--- src/rtl/lane_adder_pipe.sv ---
// lane_adder_pipe: LANES independent W-bit add/sub lanes behind a STAGES-deep valid/ready pipe.
// Define LANE_ADDER_SAT_EN to make mode 11 an unsigned saturating add (default: wrapping add).
module lane_adder_pipe #(
  parameter int W      = 16,
  parameter int LANES  = 2,
  parameter int STAGES = 2
) (
  input  logic                 clk,
  input  logic                 rst,
  input  logic                 in_valid,
  output logic                 in_ready,
  input  logic [1:0]           mode,
  input  logic [LANES*W-1:0]   a,
  input  logic [LANES*W-1:0]   b,
  output logic                 out_valid,
  input  logic                 out_ready,
  output logic [LANES*W-1:0]   y,
  output logic [LANES-1:0]     flag,
  output logic [15:0]          txn_count
);

  typedef enum logic [1:0] {
    MODE_ADD  = 2'b00,
    MODE_ADD1 = 2'b01,
    MODE_SUB  = 2'b10,
    MODE_EXT  = 2'b11
  } mode_e;

  localparam int LW = LANES * W;

  mode_e              mode_sel;
  logic [LW-1:0]      y_d;
  logic [LANES-1:0]   flag_d;
  logic [STAGES-1:0]  valid_q;
  logic [LW-1:0]      y_q    [STAGES];
  logic [LANES-1:0]   flag_q [STAGES];
  logic [STAGES-1:0]  stage_rdy;
  logic [15:0]        txn_count_q;

  assign mode_sel = mode_e'(mode);

  // Results are computed at acceptance, so mode travels implicitly with its operands.
  // NOTE: every variable written here gets a default first so no latch is inferred.
  always_comb begin : lane_alu
    logic [W-1:0] op_a;
    logic [W-1:0] op_b;
    logic [W:0]   sum;
    logic [W:0]   diff;
    y_d    = '0;
    flag_d = '0;
    op_a   = '0;
    op_b   = '0;
    sum    = '0;
    diff   = '0;
    for (int k = 0; k < LANES; k++) begin
      op_a = a[k*W +: W];
      op_b = b[k*W +: W];
      sum  = {1'b0, op_a} + {1'b0, op_b} + {{W{1'b0}}, (mode_sel == MODE_ADD1)};
      diff = {1'b0, op_a} - {1'b0, op_b};
      case (mode_sel)
        MODE_SUB: begin
          y_d[k*W +: W] = diff[W-1:0];
          flag_d[k]     = diff[W];
        end
`ifdef LANE_ADDER_SAT_EN
        MODE_EXT: begin
          y_d[k*W +: W] = sum[W] ? {W{1'b1}} : sum[W-1:0];
          flag_d[k]     = sum[W];
        end
`endif
        default: begin
          y_d[k*W +: W] = sum[W-1:0];
          flag_d[k]     = sum[W];
        end
      endcase
    end
  end

  // A stage may load when it is empty or its contents move on this edge.
  always_comb begin : ready_chain
    logic chain;
    stage_rdy = '0;
    chain     = !valid_q[STAGES-1] || out_ready;
    stage_rdy[STAGES-1] = chain;
    for (int k = STAGES - 2; k >= 0; k--) begin
      chain        = !valid_q[k] || chain;
      stage_rdy[k] = chain;
    end
  end

  // NOTE: sequential state uses non-blocking assignments only; the data stages are
  // reset as well so y reads 0 out of reset rather than stale contents.
  always_ff @(posedge clk or posedge rst) begin
    if (rst) begin
      valid_q     <= '0;
      txn_count_q <= '0;
      for (int k = 0; k < STAGES; k++) begin
        y_q[k]    <= '0;
        flag_q[k] <= '0;
      end
    end else begin
      if (stage_rdy[0]) begin
        valid_q[0] <= in_valid;
        y_q[0]     <= y_d;
        flag_q[0]  <= flag_d;
      end
      for (int k = 1; k < STAGES; k++) begin
        if (stage_rdy[k]) begin
          valid_q[k] <= valid_q[k-1];
          y_q[k]     <= y_q[k-1];
          flag_q[k]  <= flag_q[k-1];
        end
      end
      if (valid_q[STAGES-1] && out_ready) begin
        txn_count_q <= txn_count_q + 16'd1;
      end
    end
  end

  assign in_ready  = stage_rdy[0];
  assign out_valid = valid_q[STAGES-1];
  assign y         = y_q[STAGES-1];
  assign flag      = flag_q[STAGES-1];
  assign txn_count = txn_count_q;

endmodule

--- config.mk ---
export PLATFORM = sky130hd
export DESIGN_NAME = lane_adder_pipe
export DESIGN_NICKNAME = d
export VERILOG_FILES = /design/src/rtl/lane_adder_pipe.sv
export SDC_FILE = /design/constraint.sdc
export NUM_CORES = 1
export LEC_CHECK = 0
export CAP_MARGIN = 20
export CELL_PAD_IN_SITES_DETAIL_PLACEMENT = 0
export CELL_PAD_IN_SITES_GLOBAL_PLACEMENT = 1
export CORE_ASPECT_RATIO = 0.7
export CORE_UTILIZATION = 43
export CTS_CLUSTER_SIZE = 30
export DETAILED_ROUTE_END_ITERATION = 16
export PLACE_DENSITY = 0.87
export SKIP_CTS_REPAIR_TIMING = 1
export SYNTH_ARGS = -nofsm -noshare
export SYNTH_HDL_FRONTEND = slang
export SYNTH_SLANG_ARGS = --single-unit
--- constraint.sdc ---
create_clock -name clk -period 7.1 [get_ports clk]
set_input_delay 1.42 -clock clk [delete_from_list [all_inputs] [get_ports clk]]
set_output_delay 1.42 -clock clk [all_outputs]
set_load 0.05 [all_outputs]
==> results of run 1 <==
-- path summary, 6_finish.rpt --
check	end	cells past startpoint	startpoint
setup / recovery	in_ready	7	out_ready
hold / removal	y[27]	2	y[27]
setup reg to reg	y_q[55]	8	valid_q[1]
hold reg to reg	y[27]	2	y[27]
max in group asynchronous	y_q[62]	4	rst
min in group asynchronous	y[0]	3	rst
-- power groups by stage --
stage / Sequential [W] / Combinational, W / Clock (W)
6_report: 0.000683 / 0.000847 / 0.000441
5_1_grt: 0.000699 / 0.000915 / 0.000470
2_1_floorplan: 0.000733 / 0.000579 / 0
3_5_place_dp: 0.000691 / 0.000843 / 0
3_3_place_gp: 0.000686 / 0.000838 / 0
4_1_cts: 0.000683 / 0.000847 / 0.000449
-- cells by family after synthesis --
logic type	after synthesis	share of synthesized area, %
and+or+nand+nor	304	20.10
buffers and inverters	137	9.750
xor gates and xnor gates	44	5.775
muxes	5	0.7688
AOI/OAI and AO/OA	187	17.96
adders and majority gates	69	13.39
DFF	86	32.25
-- through the flow --
stage	cells	util [%]	total power, W	area [µm²]
after floorplan	832	-	0.001312	6673
after global placement	1080	52.13	0.001524	7771
after detailed placement	1080	52.13	0.001535	7771
after CTS	1096	54.06	0.001978	8059
after global routing	1097	54.25	0.002084	8087
final	1097	54.25	0.001971	8087
-- cells in the final DEF (no fill, tap or decap), types with 9 or more instances in the layout --
master	n
xnor2_1	33
dfrtp_1	86
clkdlybuf4s50_1	121
inv_1	60
nand4_1	10
o21ai_1	19
a21o_1	10
nor2_1	63
nor3_1	17
a211oi_1	10
a21oi_1	59
nand2b_1	13
nand2_1	153
ha_1	65
xor2_1	11
o21ai_0	26
nand3_1	11
clkbuf_16	9
-- sequential cells by signal, summed over array words and instances, names as in the netlist --
register and cells:
valid_q 2, y_q 32, flag 2, flag_q 2
txn_count 16, y 32
-- metal layers --
layer  vias to the layer above  routed length (µm)
met1                      2690                9035
li1                       2923                   -
met4                         0                 102
met3                         8                1085
met5                         -                   0
met2                       192                5960
-- layout make-up --
type / count / area (µm²)
Sequential cell: 86 / 2152
Multi-Input combinational cell: 609 / 3877
Clock buffer: 13 / 270.3
Timing Repair Buffer: 129 / 1291
Fill cell: 1406 / 6820
Tap cell: 195 / 244.0
Inverter: 62 / 234.0
Clock inverter: 3 / 17.52
-- worst max-delay path: cells and delay by family --
family	cells	cell delay (ps)
buffers and inverters	5	2030
and+or+nand+nor	2	170
==> metrics.txt, run 1 <==
outcome=complete, no violations; Core ar.=around 15000 µm²; CP Max Fanout=39; vias in the first global route=just over 5000; initial drt markers=483; # nets final=1036; Hold Fails Final Rpt=0; Top Ports=122; Clk network pwr share=roughly 22%; Final setup viols=0; total number of vias=5813; drt total wl=16180 µm; hold_ws=roughly 460 ps; top post-synthesis cells by area=dfrtp_1, ha_1, nand2_1; Slew @ Worst Pin=577.5 ps; Vias per Instance=between 5 and 6; count of final max-slew check failures=0; GR Util met3=under 10%; crit path time final=between 5000 and 6000 ps; DR WL/cell=about 15 µm; H-tree levels=3; Setup TNS=0 ps; Mapped Cells=approximately 830; worst min path class=flop to flop; Synth Flop Type=dfrtp_1; ratio of cells with drive above 1 in the final layout=around 3.8%; setup slack, reg-to-reg=5090 ps; area growth from synthesis to layout=21.19%; Remaining Overflow, GRT=0; syn nets=slightly below 1000; area share of the largest cell type after synthesis=32.25%; Root Buffer=clkbuf_16; arrival time worst endpoint=roughly 3600 ps; cell with the most instances after synthesis=nand2_1; Diodes inserted=0; Setup crit end kind=output pin; grt met1 use=between 30% and 40%; Final WS setup=2052 ps; CTS Buf Count=9; synthesized area=between 6000 and 7000 µm²; Mapped Avg Cell Area=approximately 8 µm²; crit share post-route=a little under three quarters; Rows=37; chip width=approximately 150 µm; first-pass GRT wire length=around 26000 µm; top cells by count, synth=nand2_1, dfrtp_1, ha_1; residual DRC count=0; buffer levels on the longest clock path=2; grt peak-use layer=met1; initial core utilization=between 40% and 50%; Critical Path RT=between 5000 and 6000 ps; final antenna-violating net count=0; worst path cell trace=clkdlybuf4s50_1, nand2b_1, buf_4, nor2_2, buf_4, inv_1, clkdlybuf4s50_1; die area=approximately 16000 µm²; sw power=roughly 0.00079 W; CTS tree=done; pwr dens=~240 nW/µm²; Critical-path top delay cell=clkdlybuf4s50_1; post-synthesis cell type count=64; Max Cap Violations=0; crit path kind=input pin to output pin; Comb pwr share=between 40 and 50%; initial antenna violation count=0; DP Worst Slack=between 2000 and 2500 ps; Routability Congestion=about 0.86; clk sink count=86; met2 Use GR=approximately a quarter; Post-DP HPWL=roughly 13000 µm; Post-synth EDFFs=0; # port buffers=around 120; CP Launch Type=input pin; Pleak=~3.7 nW; number of synthesized register bits=between 80 and 90; largest area contributor in the netlist=dfrtp_1; first-pass detailed-route iteration total=5; fmax=198.1 MHz; clock skew=~5.5 ps; Worst path max stage delay=800 ps; gr usage total=20.59%; worst-skew pair later-pin latency=330 ps; Die Y=about 110 µm; Relative slew margins=approximately three fifths; P_int=~0.0012 W; clock-pin slew on the worst setup and hold paths=60 ps; YS warnings=0; VDD IR max=0.1106 mV; Reg power frac=around 35%; sequential share of the synthesized area=between 30% and 40%; FFs w/ async S/R, synth=100.0%; largest net degree at the start of global routing=87; sw frac=between 40 and 50%; RSZ-0062 raised after global routing=no
Power figures use the tool's default switching activity.
==> run 2: changes to the inputs <==
CORE_UTILIZATION = 36   (was 43)
PLACE_DENSITY = 0.77   (was 0.87)
clock period = 4.2 ns   (was 7.1 ns; I/O delays follow)
==> run 2 against run 1 <==
  * Global-route usage decreased by 2.8 points
  * Worst setup slack lost 1600 ps
  * Final cell count rose by 3.9%
  * Sequential share of layout area shrank 0.35 points
  * Hold slack got worse by 10 ps
  * Combinational power up 70%
  * Via count fell by 2.3%
  * Critical path depth up 5
  * Final area up 1.3%
  * First-iteration DRC count grew 29%
  * Clock skew hardly changed
==> metrics.txt, run 2 (same netlist as run 1, synthesis figures left out) <==
clk sink count=86 (unchanged); Final WS setup=419.0 ps (-1633 ps); crit path kind=input pin to flop; chip width=164.7 µm (+9.2%); Remaining Overflow, GRT=0 (unchanged); sequential cell area=2152 µm² (unchanged); Comb pwr share=42.2% (-0.8 points); RSZ-0062 raised after global routing=no; first-pass GRT wire length=26720 µm (+2.1%); DR WL/cell=14.63 µm (-0.80%); Clk network pwr share=24.2% (+1.8 points); buffer levels on the longest clock path=2 (unchanged); Inst Count DP=1126 (+4.3%); crit path time final=about 3800 ps; Pleak=3.758 nW (+0.86%); count of final max-slew check failures=0 (unchanged); first-pass detailed-route iteration total=5 (unchanged); Vias per Instance=4.984 (-5.9%); CP Max Fanout=3 (-92%); Reg2Reg Depth=6 (-2); Diodes inserted=0 (unchanged); area of the multi-input gates=3877 µm² (unchanged); ratio of cells with drive above 1 in the final layout=4.204% (+0.43 points); Relative slew margins=62.17% (+1.2 points); pwr dens=417.7 nW/µm² (+71%); total number of vias=5682 (-2.3%); Hold Fails Final Rpt=0 (unchanged); Routability Congestion=0.9379 (+8.7%); Post-DP HPWL=13290 µm (+5.9%); worst-skew pair later-pin latency=330 ps (about the same); RR Startpoint=valid_q[1]; P_int=0.002085 W (+76%); Rows=41 (+11%); Final Non-Filler Cells=1140 (+3.9%); initial antenna violation count=0 (unchanged); clock-pin slew on the worst setup and hold paths=60 ps (about the same); CTS tree=done; sw power=0.001338 W (+70%); Core ar.=18060 µm² (+21%); FILL cells=1810 (+29%); final antenna-violating net count=0 (unchanged); Setup TNS=0 ps (unchanged); Tot Pwr=0.003423 W (+74%); # nets final=1040 (+0.39%); H-tree levels=3 (unchanged); setup slack, reg-to-reg=2440 ps (-2650 ps); initial drt markers=623 (+29%); outcome=complete, no violations; residual DRC count=0 (unchanged); initial core utilization=36.95% (-7.8 points); gr usage total=17.81% (-2.8 points); drt total wl=16680 µm (+3.1%); clock skew=5.419 ps (-0.07958 ps); vias in the first global route=5062 (-0.98%); area growth from synthesis to layout=22.80%; DP Worst Slack=141.2 ps (-1905 ps); launch point of the worst path=b[0]; sw frac=39.09% (-0.92 points); Slew @ Worst Pin=553.1 ps (-24.41 ps); Reg power frac=33.7% (-0.9 points); arrival time worst endpoint=3980 ps (+350 ps); largest net degree at the start of global routing=44 (-49%); most common cell after layout, fill and taps aside=nand2_1; Setup crit end kind=flop; VDD IR max=0.4644 mV (+320%); Die Y=115.9 µm (+9.1%); CP Launch Type=input pin; crit share post-route=between 90 and 100%; Util after Layout=45.38% (-8.9 points); Max Cap Violations=0 (unchanged); Top Ports=122 (unchanged); Worst R2R End=txn_count[15]; CTS Buf Count=9 (unchanged); Final setup viols=0 (unchanged); Root Buffer=clkbuf_16; commonest cells after routing, fill and taps aside=nand2_1, clkdlybuf4s50_1, dfrtp_1; die area=19090 µm² (+19%); worst setup path endpoint=y_q[46]; worst min path class=flop to flop; Critical Path RT=4400 ps (-1280 ps); fmax=around 260 MHz; # port buffers=121 (unchanged)
-- run 2: how the worst min path moves through the flow --
| stage | startpoint | endpoint | slack (ps) | cells after the start |
|---|---|---|---|---|
| finish | valid_q[0] | valid_q[1] | 450 | 2 |
| global route | y[4] | y[4] | 480 | 2 |
| CTS | valid_q[0] | valid_q[1] | 460 | 2 |
| detailed placement | valid_q[0] | valid_q[1] | 440 | 2 |
| global placement | valid_q[0] | valid_q[1] | 450 | 2 |
| floorplan | valid_q[0] | valid_q[1] | 410 | 2 |
-- run 2: worst max-delay path: stages --
cell and delay [ps]:
clkdlybuf4s50_1 500, ha_1 190, inv_1 60, fa_1 380, a21o_1 190, a221oi_1 460
a2bb2oi_1 230, a31o_1 290, a2111oi_0 430, nor3_1 130, xnor2_1 180, a21oi_1 90
-- run 2: cell type report --
cell class                 count  area share, %
sequential                    86          26.26
inverter                      62          2.855
multi-input combinational    609          47.32
tap                          236          3.604
clock buffer                  10          2.916
clock inverter                 4         0.8856
timing repair buffer         133          16.16
-- run 2: through the flow --
step                      area (µm²)  hold WS [ps]
after floorplan                 6673         414.6
after global placement          7883         445.6
after global routing            8194         483.4
final                           8194         454.4
after CTS                       8194         457.5
after detailed placement        7883         443.7
-- run 2: power groups by stage --
stage / sequential, W / clock [W] / combinational, W
detailed placement: 0.00117 / 0 / 0.00144
finish: 0.00115 / 0.000827 / 0.00144
floorplan: 0.00124 / 0 / 0.000979
global placement: 0.00116 / 0 / 0.00144
global route: 0.00118 / 0.000877 / 0.00156
CTS: 0.00116 / 0.000844 / 0.00144
-- run 2: per-layer routing --
metal  wire, µm  share of wire, %  vias up  global-route usage (%)
li1           -                 -     2933                       -
met1       9578                57     2536                   31.14
met2       5773                35      203                   21.04
met3       1206               7.2       10                   3.221
met4        125              0.75        0                   3.364
met5          0                 0        -                       0
==> run 3: changes to the inputs <==
REMOVE_ABC_BUFFERS = 1   (was not set)
==> run 3 against run 2 <==
  * Register-to-register slack got worse by 70 ps
  * Critical path depth up 2
  * Utilization increased by 0.34 points
  * Clock power increased by 16%
  * First-iteration DRC count shrank 29%
  * Routed wire length up 5.2%
  * Hold slack lost 3.8 ps
  * Sequential share of layout area fell by 0.20 points
  * Total power rose by 3.7%
  * Clock skew about the same
  * Non-clock buffer count up 1
  * Critical endpoint unchanged
  * Largest cell class unchanged
==> metrics.txt, run 3 (same netlist as run 1, synthesis figures left out) <==
residual DRC count=0 (unchanged); Placed Instance Area=7903 µm² (+0.25%); gr usage total=19.02% (+1.2 points); Pleak=3.790 nW (+0.85%); commonest cells after routing, fill and taps aside=nand2_1, clkdlybuf4s50_1, dfrtp_1; DP Worst Slack=199.5 ps (+58.30 ps); Post-DP HPWL=13260 µm (-0.19%); Rows=41 (unchanged); pwr dens=429.9 nW/µm² (+2.9%); RSZ-0062 raised after global routing=no; worst-skew pair later-pin latency=350 ps (+20 ps); Relative slew margins=40.92% (-21 points); initial antenna violation count=0 (unchanged); Vias per Instance=5.163 (+3.6%); fmax=270.1 MHz (+2.1%); Reg2Reg Depth=6 (unchanged); die area=19090 µm² (unchanged); buffer levels on the longest clock path=2 (unchanged); hold depth=2 (unchanged); Routability Congestion=0.8805 (-6.1%); chip width=164.7 µm (unchanged); clock-pin slew on the worst setup and hold paths=70 ps (about the same); most common cell after layout, fill and taps aside=nand2_1; Max Cap Violations=0 (unchanged); Worst path max stage delay=490 ps (about the same); area growth from synthesis to layout=23.72%; RR Startpoint=valid_q[1]; WHS Endpoint=valid_q[1]; fin area=8255 µm² (+0.75%); FILL cells=1789 (-1.2%); # nets final=1041 (+0.096%); clock skew=5.913 ps (+0.4941 ps); top sig layer=met4; final antenna-violating net count=0 (unchanged); CTS tree=done; vias in the first global route=5376 (+6.2%); Diodes inserted=0 (unchanged); initial core utilization=36.95% (unchanged); Root Buffer=clkbuf_16; Setup TNS=0 ps (unchanged); CP Max Fanout=3 (unchanged); H-tree levels=3 (unchanged); initial drt markers=441 (-29%); crit path kind=input pin to flop; worst min path class=flop to flop; Critical Path RT=4420 ps (+20 ps); Tot Pwr=0.003549 W (+3.7%); Critical-path top delay cell=clkdlybuf4s50_1; crit share post-route=88.15% (-1.9 points); outcome=complete, no violations; launch point of the worst path=a[0]; # port buffers=121 (unchanged); clk sink count=86 (unchanged); crit path time final=3702 ps (-78.77 ps); DR WL/cell=15.35 µm (+4.9%); arrival time worst endpoint=3920 ps (-60 ps); hold path start=valid_q[0]; Setup crit end kind=flop; VDD IR max=0.3690 mV (-21%); Core ar.=18060 µm² (unchanged); CP delay by family, top=simple AND/OR/NAND/NOR gates; setup slack, reg-to-reg=2370 ps (-70 ps); drt total wl=17550 µm (+5.2%); Top Ports=122 (unchanged); CTS Buf Count=9 (unchanged); Metal-1 WL=9546 µm (-0.33%); Die Y=115.9 µm (unchanged); first-pass GRT wire length=28320 µm (+6.0%); metal3 WL=1311 µm (+8.7%); Remaining Overflow, GRT=0 (unchanged); met2 routed WL=6520 µm (+13%); Buf/Inv on CP=2 (unchanged); largest net degree at the start of global routing=49 (+11%); Hold Fails Final Rpt=0 (unchanged); Util after Layout=45.72% (+0.34 points); count of final max-slew check failures=0 (unchanged); total number of vias=5901 (+3.9%); Worst R2R End=txn_count[15]; Slew @ Worst Pin=885.1 ps (+332.0 ps); first-pass detailed-route iteration total=5 (unchanged); worst path cell trace=clkdlybuf4s50_1, inv_1, ha_1, nor2_1, nor2_1, fa_1, o21bai_1, a2111oi_0, o21a_1, or3_1, nor3_1, nor3_1, xnor2_1, a21oi_1; ratio of cells with drive above 1 in the final layout=4.520% (+0.32 points); CP Launch Type=input pin; Final WS setup=497.8 ps (+78.77 ps); Final setup viols=0 (unchanged)
## run 3: cell types whose count changed in the layout (fill, tap and decap cells not counted), sizes merged
cell | before | now
clkbuf | 10 | 9
inv | 61 | 64
clkinvlp | 1 | 0
bufinv | 2 | 3
buf | 13 | 14
## run 3: layer usage
metal / vias up / global-route usage, %
li1: 2935 / -
met1: 2732 / 30.55
met4: 0 / 2.997
met2: 216 / 25.04
met3: 18 / 4.832
met5: - / 0
## run 3: cell type report
| type | instances | area, µm² | share of cell area, % |
|---|---|---|---|
| Multi-Input combinational cell | 609 | 3877 | 46.97 |
| Sequential cell | 86 | 2152 | 26.07 |
| Timing Repair Buffer | 134 | 1344 | 16.28 |
| Tap cell | 236 | 295.3 | 3.577 |
| Inverter | 62 | 234.0 | 2.834 |
| Clock buffer | 9 | 225.2 | 2.728 |
| Clock inverter | 7 | 127.6 | 1.546 |
## run 3: through the flow
stage          instances  hold slack (ps)
6_report            1143            450.6
5_1_grt             1143            488.4
4_1_cts             1143            458.4
3_5_place_dp        1127            438.7
3_3_place_gp        1127            430.1
2_1_floorplan        757            414.6
## run 3: tightest hold or removal path: stages (launching register included)
cell	delay [ps]
dfrtp_1	320
inv_1	50
nand2_1	50
## run 3: how the worst max path moves through the flow
stage | slack, ps | endpoint | depth (start not counted)
finish | 500 | y_q[46] | 14
CTS | 540 | y_q[46] | 14
detailed placement | 200 | y_q[46] | 14
floorplan | -340 | in_ready | 3
global placement | 250 | y_q[46] | 14
global route | 290 | y_q[46] | 13
## run 3: power by group
group / leakage [nW] / total (W) / internal, W / switching [W]
registers: 1.04 / 0.00116 / 0.00102 / 0.000139
clock network: 0.173 / 0.000960 / 0.000591 / 0.000369
logic: 2.58 / 0.00143 / 0.000536 / 0.000893
==> RTL change 1 (config.mk and constraints of run 2) <==
`STAGES`: 2 -> 1.
--- a/src/rtl/lane_adder_pipe.sv
+++ b/src/rtl/lane_adder_pipe.sv
@@ -5,3 +5,3 @@
   parameter int LANES  = 2,
-  parameter int STAGES = 2
+  parameter int STAGES = 1
 ) (
Function: changed (a bounded check fails within 4 cycles, from zero or initial values and one cycle with rst high).
==> RTL change 1 against run 2 <==
  * Power down 31%
  * Combinational power is 13% lower
  * Die area down 22%
  * Critical path type unchanged
  * Worst setup slack gained 0.18 ns
  * Utilization rose by 2.7 points
  * Non-clock buffer count is 3 lower
  * Design area down 18%
  * Sequential cell count fell by 35
  * Critical endpoint is now y[10]
  * Wire length is 10% lower
  * First-iteration DRC count decreased by 39%
  * Area after synthesis shrank 23%
  * Count of clock-buffer cells in the layout shrank 5
==> RTL change 1: results (changes against run 2) <==
Outcome
  • Status: completed

Synth
  • Seq/Total Area, Yosys: 0.2475 (-0.07507)
  • Post-synthesis mux area share: 0.008006 (+0.0003178)
  • Synth area leaders: dfrtp_1 (25%), ha_1 (16%), a21oi_1 (6.2%)
  • Mapped Cells: 649 (-22%)
  • Largest family of logic cells by synthesized area: compound AO/OA/AOI/OAI gates
  • Post-synth top cells: ha_1 (65), a21oi_1 (64), inv_1 (61), nand2_1 (55), nor2_1 (52)
  • Synth unique cells: 65 (+1.6%)

Layout
  • Layout Nets: 895 (-14%)
  • Ratio of cells with drive above 1 in the final layout: 0.04095 (-0.001084)

Global routing
  • Vias in the first global route: 4,917 (-2.9%)
  • First-pass GRT wire length: 24.46 mm (-8.5%)
  • Met2 usage: 0.3051 (+0.09474)
  • Met3 Usage GRT: 0.04063 (+0.008413)
  • All-Layer GR Usage: 0.2057 (+0.02761)
  • GR Util met1: 0.3133 (+0.001868)
  • Pin count of the biggest net entering global routing: 40 (-9.1%)

Power
  • Peak supply drop: 0.1689 mV (-64%)
  • LEAKAGE: 0.002992 uW (-20%)

Clock tree
  • H-tree depth: 2 (-1)
  • Clock Pin Slew Worst Setup and Hold Paths: 0.08 ns (+0.02 ns)
  • Num CTS Buffers: 5 (-4)

Detailed routing
  • Via-to-Cell Ratio: 5.450 (+9.3%)
  • Post-Route M1 WL: 7.774 mm (-19%)
  • Routed wl met2: 6.093 mm (+5.5%)

Placement
  • Post-DP Area: 6563 um2 (-17%)
  • Routability congestion estimate: 0.9057 (-3.4%)
  • Dpl hpwl: 11.63 mm (-12%)
  • Setup WS pre-CTS: 0.3393 ns (+0.1980 ns)
  • Cell count after placement: 939 (-17%)

Critical path
  • CP arrival: 3.77 ns (-0.21 ns)

STA
  • Worst slew pin tran: 0.6635 ns (+0.1103 ns)
==> RTL change 1: cell types whose count changed in the layout (fill, tap and decap cells not counted), sizes merged, moves of 5 or more <==
| cell | run 2 | this run |
|---|---|---|
| o211ai | 4 | 10 |
| nand3 | 11 | 18 |
| nand4 | 10 | 5 |
| or2 | 1 | 6 |
| a21oi | 59 | 64 |
| a211oi | 10 | 5 |
| nor2 | 64 | 52 |
| a31oi | 3 | 8 |
| dfrtp | 86 | 51 |
| clkbuf | 10 | 5 |
| nand2 | 153 | 55 |
| o21ai | 45 | 33 |
==> RTL change 1: worst reg2reg max path, stage by stage (launching register included) <==
cell and delay, ns:
dfrtp_1 0.39, nor2b_2 0.18, inv_1 0.21, buf_4 0.46
nand3_1 0.14, a211o_1 0.28, nand3_1 0.06
==> RTL change 1: cells by family (layout without fill, tap and decap cells) <==
family          count (synthesis)  after routing
mux                             4              4
compound gates                195            195
xor+xnor                       40             40
buf+inv                        91            199
flops                          51             51
fa+ha+maj                      69             69
simple gates                  199            199
==> RTL change 1: cell type report <==
cell class                      count  area [um2]
Tap cell                          190       237.7
Sequential cell                    51        1276
Clock inverter                      3       26.28
Clock buffer                        5       125.1
Multi-Input combinational cell    507        3531
Fill cell                        1356        7249
Timing Repair Buffer              130        1289
Inverter                           61       229.0
==> RTL change 1: path summary, 6_finish.rpt <==
path	slack, ns	endpoint	startpoint
max	0.60	y[10]	a[0]
min	0.48	y[22]	y[22]
max reg2reg	2.43	y[31]	out_valid
min reg2reg	0.48	y[22]	y[22]
max in group asynchronous	2.45	y[31]	rst
min in group asynchronous	0.95	txn_count[0]	rst
==> RTL change 1: where the power goes <==
group | internal (uW) | switching, uW | total (uW)
Sequential | 593 | 77.8 | 671
Clock | 228 | 218 | 445
Combinational | 472 | 783 | 1250
==> RTL change 2 (settings of run 2) <==
Without the edit above. Put a register stage on the output `flag`, cleared by the reset. The value now appears one clock later. The other outputs are not delayed to match.
--- a/src/rtl/lane_adder_pipe.sv
+++ b/src/rtl/lane_adder_pipe.sv
@@ -122,3 +122,9 @@
   assign y         = y_q[STAGES-1];
-  assign flag      = flag_q[STAGES-1];
+  always_ff @(posedge clk or posedge rst) begin
+    if (rst) begin
+      flag <= '0;
+    end else begin
+      flag <= flag_q[STAGES-1];
+    end
+  end
   assign txn_count = txn_count_q;
Formal check against the unedited RTL: not equivalent (a bounded check fails within 4 cycles, from zero or initial values and one cycle with rst high).
==> RTL change 2 against run 2 <==
  * Global-route usage increased by 1.4 points
  * Sequential cell count increased by 2
  * Power increased by 1.3%
  * Hold slack got worse by 0.073 ns
  * Wire length increased by 11%
  * Area after synthesis increased by 5.0%
  * Design area increased by 3.8%
  * Critical endpoint is now y_q[62]
  * Worst setup slack improved by 0.21 ns
==> RTL change 2: results (changes against run 2) <==
Power
  • LEAKAGE: 0.003872 uW (+3.0%)
  • Sw frac: 0.4103 (+0.01938)
  • Peak supply drop: 0.2374 mV (-49%)
  • Clk pwr share: 0.240 (-0.002)

Layout
  • Ratio of cells with drive above 1 in the final layout: 0.05252 (+0.01048)
  • # diodes: 0 (unchanged)
  • Layout Nets: 1,067 (+2.6%)

Global routing
  • First-pass GRT wire length: 30.19 mm (+13%)
  • Met3 Usage GRT: 0.04488 (+0.01266)
  • Met2 usage: 0.2397 (+0.02931)
  • GRT Max-Usage Layer: met1
  • Pin count of the biggest net entering global routing: 49 (+11%)
  • Vias in the first global route: 5,557 (+9.8%)
  • GR Util met1: 0.3176 (+0.006183)
  • All-Layer GR Usage: 0.1921 (+0.01402)

Synth
  • Synth unique cells: 76 (+19%)
  • Syn Nets: 998 (+2.8%)
  • Seq/Total Area, Yosys: 0.3143 (-0.008178)
  • Synth area leaders: dfrtp_1 (31%), ha_1 (12%), nand2_1 (8.1%)
  • Post-synth top cells: nand2_1 (152), dfrtp_1 (88), nor2_1 (66), ha_1 (65), inv_1 (61)
  • Ys async rst share: 1.000 (unchanged)

STA
  • Relative slew slack: 0.4786 (-0.1432)
  • Worst Clk Skew: 0.005557 ns (+0.0001383 ns)
  • Final period demand of the worst path: 3.567 ns (-0.2143 ns)
  • Worst Hold Margin: 0.3810 ns (-0.07338 ns)

Clock tree
  • Max clock buf depth: 2 (unchanged)
  • Clock Root Buffer: clkbuf_16
  • Num CTS Buffers: 9 (unchanged)
  • Clk_lat worst skew: 0.35 ns (+0.02 ns)
  • Clock Pin Slew Worst Setup and Hold Paths: 0.07 ns

Critical path
  • R2r worst-path depth: 7 (+1)
  • R2r setup slk: 2.39 ns (-0.05 ns)
  • Crit path largest cell delay: 0.48 ns (-0.02 ns)
  • CP Max Fanout: 3 (unchanged)
  • CP max-delay cell: clkdlybuf4s50_1
  • CP arrival: 3.83 ns (-0.15 ns)
  • R2R Path End: y_q[62]
  • Setup crit start: a[16]

Min path
  • Hold Crit Depth: 0 (-2)
  • Hold_sp: flag_q[1]
  • Min-Delay Path Class: flip-flop to flip-flop
  • WHS Endpoint: flag[1]

Placement
  • Setup WS pre-CTS: 0.2899 ns (+0.1487 ns)
  • Routability congestion estimate: 0.9428 (+0.52%)
  • Dpl hpwl: 14.43 mm (+8.6%)
  • Port bufs: 121 (unchanged)

Detailed routing
  • Routed WL: 18.51 mm (+11%)
  • Number of DRC markers in iteration 0: 517 (-17%)
  • Vias: 6,023 (+6.0%)

Outcome
  • Status: completed
## RTL change 2: routing by layer
| layer | up-vias | share of wire |
|---|---|---|
| li1 | 3043 | - |
| met1 | 2782 | 0.56 |
| met2 | 188 | 0.36 |
| met3 | 10 | 0.065 |
| met4 | 0 | 0.0084 |
| met5 | - | 0 |
## RTL change 2: worst max-delay path by stage
stage | end | slack (ns)
after CTS | y_q[62] | 0.64
final | y_q[62] | 0.63
after global routing | flag_q[3] | 0.38
after floorplan | y_q[62] | 0.95
after global placement | y_q[62] | 0.23
after detailed placement | y_q[62] | 0.29
## RTL change 2: stage by stage
step	instances	cell area (um2)	utilization	total power [uW]
floorplan	859	7005	-	2255
global placement	1181	8199	0.4322	2640
detailed placement	1181	8199	0.4322	2648
CTS	1197	8503	0.4482	3488
global route	1197	8503	0.4482	3670
finish	1197	8503	0.4482	3466
## RTL change 2: cell type report
cell class / instances / area, um2
multi-input combinational: 635 / 4104
fill: 1908 / 10470
sequential: 88 / 2202
clock inverter: 7 / 78.83
tap: 264 / 330.3
timing repair buffer: 132 / 1329
inverter: 62 / 234.0
clock buffer: 9 / 225.2
## RTL change 2: critical path, delay by kind of cell
kind | cells | cell delay (ns)
AOI/OAI and AO/OA | 6 | 1.20
buffers and inverters | 3 | 0.69
and+or+nand+nor | 3 | 0.41
adders and majority gates | 2 | 0.70
## RTL change 2: cell families (layout without fill, tap and decap cells)
family,Yosys count,count (layout),synth area share
buffers and inverters,136,210,0.1006
muxes,7,7,0.01018
AOI/OAI and AO/OA,196,196,0.1895
DFF,88,88,0.3143
xor gates and xnor gates,38,38,0.04751
and+or+nand+nor,325,325,0.2104
adders and majority gates,69,69,0.1275
